==> config.mk <==
export PLATFORM = sky130hd
export DESIGN_NAME = spm_seq_ctrl
export DESIGN_NICKNAME = d
export VERILOG_FILES = /design/src/rtl/spm_seq_ctrl.sv
export SDC_FILE = /design/constraint.sdc
export NUM_CORES = 1
export LEC_CHECK = 0
export CAP_MARGIN = 20
export CORE_ASPECT_RATIO = 1.2
export CORE_MARGIN = 10
export CORE_UTILIZATION = 32
export DETAILED_ROUTE_END_ITERATION = 8
export PLACE_DENSITY = 0.51
export SLEW_MARGIN = 15
export SYNTH_ARGS = -nofsm -noshare
export SYNTH_HDL_FRONTEND = slang
export SYNTH_SLANG_ARGS = --single-unit
==> constraint.sdc <==
create_clock -name clk -period 5.05 [get_ports clk]
set_clock_uncertainty 0.1 [all_clocks]
set_input_delay 0.505 -clock clk [delete_from_list [all_inputs] [get_ports clk]]
set_output_delay 0.505 -clock clk [all_outputs]
set_load 0.005 [all_outputs]
==> src/rtl/spm_seq_ctrl.sv <==
// Sequencer and serial-parallel datapath for a signed NxN multiplier.
// Accepts a start pulse in IDLE and produces a held 2N-bit product with a done strobe.
module spm_seq_ctrl #(
  parameter int N = 8
) (
  input  logic             clk,
  input  logic             rst,
  input  logic             start,
  input  logic [N-1:0]     a,
  input  logic [N-1:0]     b,
  output logic [2*N-1:0]   product,
  output logic             done,
  output logic             busy
);

  localparam int CW = $clog2(2 * N);

  typedef enum logic [1:0] {
    IDLE,
    LOAD,
    RUN,
    DONE
  } state_t;

  state_t           state;
  state_t           state_nxt;
  logic [N-1:0]     mcand;
  logic [N-1:0]     mplier;
  logic [N+1:0]     psum;
  logic [N+1:0]     acc;
  logic [N+1:0]     mcand_ext;
  logic [2*N-1:0]   prod_sr;
  logic [CW-1:0]    cnt;
  logic             last;

  assign last      = (cnt == CW'(2 * N - 1));
  assign mcand_ext = {{2{mcand[N-1]}}, mcand};
  // Two guard bits: |psum| never exceeds |a|, so psum + a always fits in N+2 signed bits.
  assign acc       = psum + (mplier[0] ? mcand_ext : '0);

  assign busy = (state != IDLE);
  assign done = (state == DONE);

  always_ff @(posedge clk or posedge rst) begin
    if (rst) state <= IDLE;
    else     state <= state_nxt;
  end

  always_comb begin
    state_nxt = state;
    case (state)
      IDLE:    if (start) state_nxt = LOAD;
      LOAD:    state_nxt = RUN;
      RUN:     if (last) state_nxt = DONE;
      DONE:    state_nxt = IDLE;
      default: state_nxt = IDLE;
    endcase
  end

  always_ff @(posedge clk or posedge rst) begin
    if (rst) begin
      mcand   <= '0;
      mplier  <= '0;
      psum    <= '0;
      prod_sr <= '0;
      cnt     <= '0;
      product <= '0;
    end else begin
      case (state)
        IDLE: begin
          if (start) begin
            mcand  <= a;
            mplier <= b;
          end
        end
        LOAD: begin
          psum    <= '0;
          prod_sr <= '0;
          cnt     <= '0;
        end
        RUN: begin
          // Arithmetic shift of the multiplier supplies sign-extension bits N..2N-1.
          mplier  <= {mplier[N-1], mplier[N-1:1]};
          psum    <= {acc[N+1], acc[N+1:1]};
          prod_sr <= {acc[0], prod_sr[2*N-1:1]};
          cnt     <= cnt + 1'b1;
          if (last) product <= {acc[0], prod_sr[2*N-1:1]};
        end
        default: ;
      endcase
    end
  end

endmodule

-- Word-level counts from Yosys, hierarchy flattened
Cells that the tools add are included.
- shift-type cells: 0
- mux-type cells: 9
- magnitude comparators: 0
- reductions and logical operators: 9
- bitwise gates (word level): 1
- $mul: 0
- eq/ne operators: 6
- div/mod/pow operators: 0
- add/sub/neg operators: 2
- operators by type and width (operator ; number):
    case mux 16 bit (2 select lines) ; 1
    case mux 10 bit (2 select lines) ; 1
    case mux 8 bit (2 select lines) ; 1
    adder 10 bit ; 1
    2-to-1 mux 10 bit ; 1
    2-to-1 mux 8 bit ; 1
    case mux 2 bit (4 select lines) ; 1
    case mux 4 bit (2 select lines) ; 1
    AND reduction 2 bit ; 4
    nonzero test 2 bit ; 3
    adder 4 x 1 -> 4 bit, second input constant ; 1
    == test 2 bit, second input constant ; 2
    == test 4 bit, second input constant ; 1
    2-to-1 mux 2 bit ; 2
    != test 2 bit, second input constant ; 2
    AND reduction 3 bit ; 1
    == test 2 x 1 -> 1 bit, second input constant ; 1
    logical NOT 2 bit ; 1
    inverter 1 bit ; 1
- latch bits: 0
- memory bits (writable): 0
- bits in read-only memories: 0
- memories: 0
- logic and storage cells: 35
- input bits: 19
- output and inout bits: 18
- bits in registers: 64

-- Longest topological paths before layout
- depth after elaboration: 3
- gate-level depth with buffers: 9
- gate-level depth less buffers: 9

-- Worst setup path after synthesis
No wires, ideal clock.
- path type: register -> register
- start point: register mplier[0]
- end point: register psum[5]
- clock period less this slack: 2119 ps
- arrival time: 1915 ps
- data required time: 4846 ps
- stages on the path, launching flop included: 10
- setup time: 104 ps
- path slack: 2931 ps
- cell sequence: dfrtp_1 and2_1 ha_1 inv_1 fa_1 nor2b_1 o31a_1 o21a_1 nor3_1 o41ai_2
- cells in the longest elaborated chain, start to end: 3
- ends and longest elaborated chain (item ; RTL line ; text):
    from (decl) ; 28 ; logic [N-1:0] mplier;
    from (signal assigned) ; 83 ; mplier <= {mplier[N-1], mplier[N-1:1]};
    2-to-1 mux 10 bit ; 39 ; assign acc = psum + (mplier[0] ? mcand_ext : '0);
    adder 10 bit ; 39 ;
    case mux 10 bit (2 select lines) ; 69 ; case (state)
    to (signal assigned) ; 84 ; psum <= {acc[N+1], acc[N+1:1]};
    to (decl) ; 29 ; logic [N+1:0] psum;
No other way between the ends.
A chain may end at the register's enable or synchronous reset.

-- Worst setup path after layout
- start point: register state[0]
- end point: output port busy
- cells in the longest elaborated chain, start to end: 1
- ends and longest elaborated chain (item ; RTL line ; text):
    from (decl) ; 25 ; state_t state;
    from (signal assigned) ; 46 ; else state <= state_nxt;
    nonzero test 2 bit ; 41 ; assign busy = (state != IDLE);
    to (decl) ; 13 ; output logic busy
No other way between the ends.

==> results.py <==
metrics = {
    "global_route": {
        "grtUsageTotal": 0.0981,
        "antenna_found_initial": 0,
        "grt_overflow_total": 0,
        "grt_pass1_wl_um": 11000,
        "use_met1": 0.121,
        "grt_pass1_vias": 2338,
        "grt_max_degree": 51,
        "grtUsageMet3": 0.0274,
        "busiest_layer": "met2",
        "grtUsageMet2": 0.153,
    },
    "timing": {
        "setup_violations": 0,
        "finalHoldViolCount": 0,
        "slew_headroom": 0.569,
        "timing.final.crit_share": 0.518,
        "fin_setup_tns_ns": 0,
        "maxSlewViolCount": 0,
        "worst-slew-pin-transition_ns": 0.647,
        "period_needed_ns": 2.61,
        "fmax_mhz": 383,
        "rsz0062_at_grt": "no",
    },
    "setup_path": {
        "worstPathMaxFanout": 16,
        "crit_path_end_kind": "output pin",
        "r2r.worst_path.cells": 9,
        "reg2reg_slack_ns": 2.69,
        "crit_arrival_ns": 2.01,
        "cp-start-kind": "flop",
        "worstSetupPathType": "flop to output pin",
        "worstPathRequired_ns": 4.45,
        "timing.rr.end": "psum[5]",
        "regToRegStartpoint": "mplier[0]",
    },
    "synthesis": {
        "synth.most_common_cell": "dfrtp_1",
        "netlist.area_leader.share": 0.515,
        "yosys-top-cells-area": "dfrtp_1 51%, o21ai_0 6.1%, mux2_2 6.0%, ha_1 5.8%, inv_1 3.4%",
        "yosysWarnings": 0,
        "synthesis.area_um2": 3010,
        "syn-num-nets": 328,
        "synth_common_cells": "62 x dfrtp_1, 37 x o21ai_0, 27 x inv_1, 25 x nand2_1, 19 x nand3_1",
        "ys_types": 40,
        "synth.avg_cell_area_um2": 10.2,
        "synth_cells": 294,
        "synth_top_area_cell": "dfrtp_1",
        "ys_seq_elements": 62,
        "ys.flop_type": "dfrtp_1",
        "async_reset_ff_frac": 1.00,
        "synth_edf_count": 0,
        "synth-seq-area-share": 0.515,
    },
    "layout": {
        "nets": 365,
        "drive_gt1_frac": 0.122,
        "n_fill_cell": 957,
        "n_antenna_cell": 0,
        "area_delta_synth_final_pct": 23.0,
        "finish.utilization": 0.406,
    },
    "die": {
        "die_area_um2": 13700,
        "die_y_um": 126,
        "start_util": 0.330,
        "die-width_um": 109,
        "rows": 38,
        "core_area_um2": 9130,
        "pin_count": 37,
    },
    "flow_run": {
        "cap_violations": 0,
    },
    "clock_network": {
        "cts_buffers": 9,
        "post_cts_buffers": 0,
        "post_cts_resized": 0,
        "clockBufferDepth": 2,
        "cts.hold.buffers_added": 0,
        "cts_tree": "done",
        "clk_pin_slew_ns": 0.07,
        "htree_levels": 3,
        "cts.sinks": 62,
        "cts_root_buf": "clkbuf_8",
        "clk_latency_ns": 0.34,
    },
    "placement": {
        "port_buffers": 36,
        "hpwl_um": 4240,
        "place_congestion": 0.773,
    },
    "drt": {
        "first_iter_violations": 69,
        "routedWlPerCell_um": 13.4,
        "vias": 2218,
        "wl_um": 6110,
        "drc": 0,
        "postRouteAntennaNets": 0,
        "vias_per_cell": 4.87,
        "first_pass_iters": 5,
    },
    "power_and_ir_drop": {
        "power_density_nw_per_um2": 543,
        "power.leakage_nw": 1.58,
        "vdd_drop_max_mv": 0.221,
    },
    "worst_hold_path": {
        "hp-class": "primary input to async pin",
    },
    "status": {
        "status": "complete, no violations",
    },
}
[flip-flops by register name, summed over array words and instances (netlist names)]
signal   count
mplier       8
psum         9
mcand        8
state        2
product     16
cnt          4
prod_sr     15
[report_power, final]
group          switching [mW]  internal [mW]
sequential             0.0783          0.616
combinational           0.472          0.353
clock                   0.193          0.300
[critical path, stage by stage, from the launching register on]
cell	delay (ns)
dfrtp_1	0.40
inv_1	0.11
ha_1	0.52
inv_1	0.16
clkdlybuf4s50_1	0.48
[stage by stage]
| step | instances | area, um^2 | total power [mW] | hold slack, ns | setup slack [ns] |
|---|---|---|---|---|---|
| after CTS | 455 | 3710 | 2.05 | 0.305 | 2.41 |
| after floorplan | 294 | 3010 | 1.36 | 0.353 | 2.90 |
| after global placement | 440 | 3480 | 1.53 | 0.361 | 2.76 |
| after global routing | 455 | 3710 | 2.20 | 0.332 | 2.32 |
| final | 455 | 3710 | 2.01 | 0.311 | 2.44 |
| after detailed placement | 440 | 3480 | 1.54 | 0.370 | 2.66 |
[kinds of logic after synthesis]
kind of cell	share of synthesized area
buffers and inverters	0.0565
AND/OR/NAND/NOR	0.112
XOR/XNOR	0.00291
AO/OA/AOI/OAI	0.186
adder cells (fa/ha/maj)	0.0648
flip-flops	0.515
multiplexers	0.0631
[cell type report]
cell class              instances  area (um^2)  share of cell area
inverters                      27          101              0.0273
clock buffers                  11          151              0.0409
repair buffers                 40          390               0.105
multi-input cells             191         1290               0.348
flip-flops and latches         62         1550               0.419
clock inverters                 4         70.1              0.0189
well taps                     120          150              0.0405
[worst max path at each step]
stage,startpoint,endpoint,depth (start not counted)
finish,state[0],busy,4
global route,state[0],busy,4
CTS,state[0],busy,4
detailed placement,mplier[0],psum[5],9
global placement,mplier[0],psum[5],9
floorplan,rst,cnt[0],1
[placed cells by master, fill, tap and decap left out, types with 2 or more instances in the layout]
master,count
clkdlybuf4s50_1,36
o2bb2ai_1,3
o21ai_0,37
mux2_2,16
ha_1,14
nand3_1,19
a21boi_0,4
o21a_1,5
o41ai_1,2
dfrtp_1,62
nor2b_1,2
nor3b_1,2
buf_4,4
nand2_1,25
o22ai_1,16
a21oi_1,12
inv_1,26
clkinv_2,2
clkbuf_8,11
nor3_1,3
and2_1,7
bufinv_16,2
nor2_1,6
[metal layers]
layer	routed length [um]	part of all wire
met3	300	0.049
met5	0	0
met2	2770	0.45
met4	136	0.022
met1	2910	0.48
Note: power is estimated with default switching activity, not from simulation.
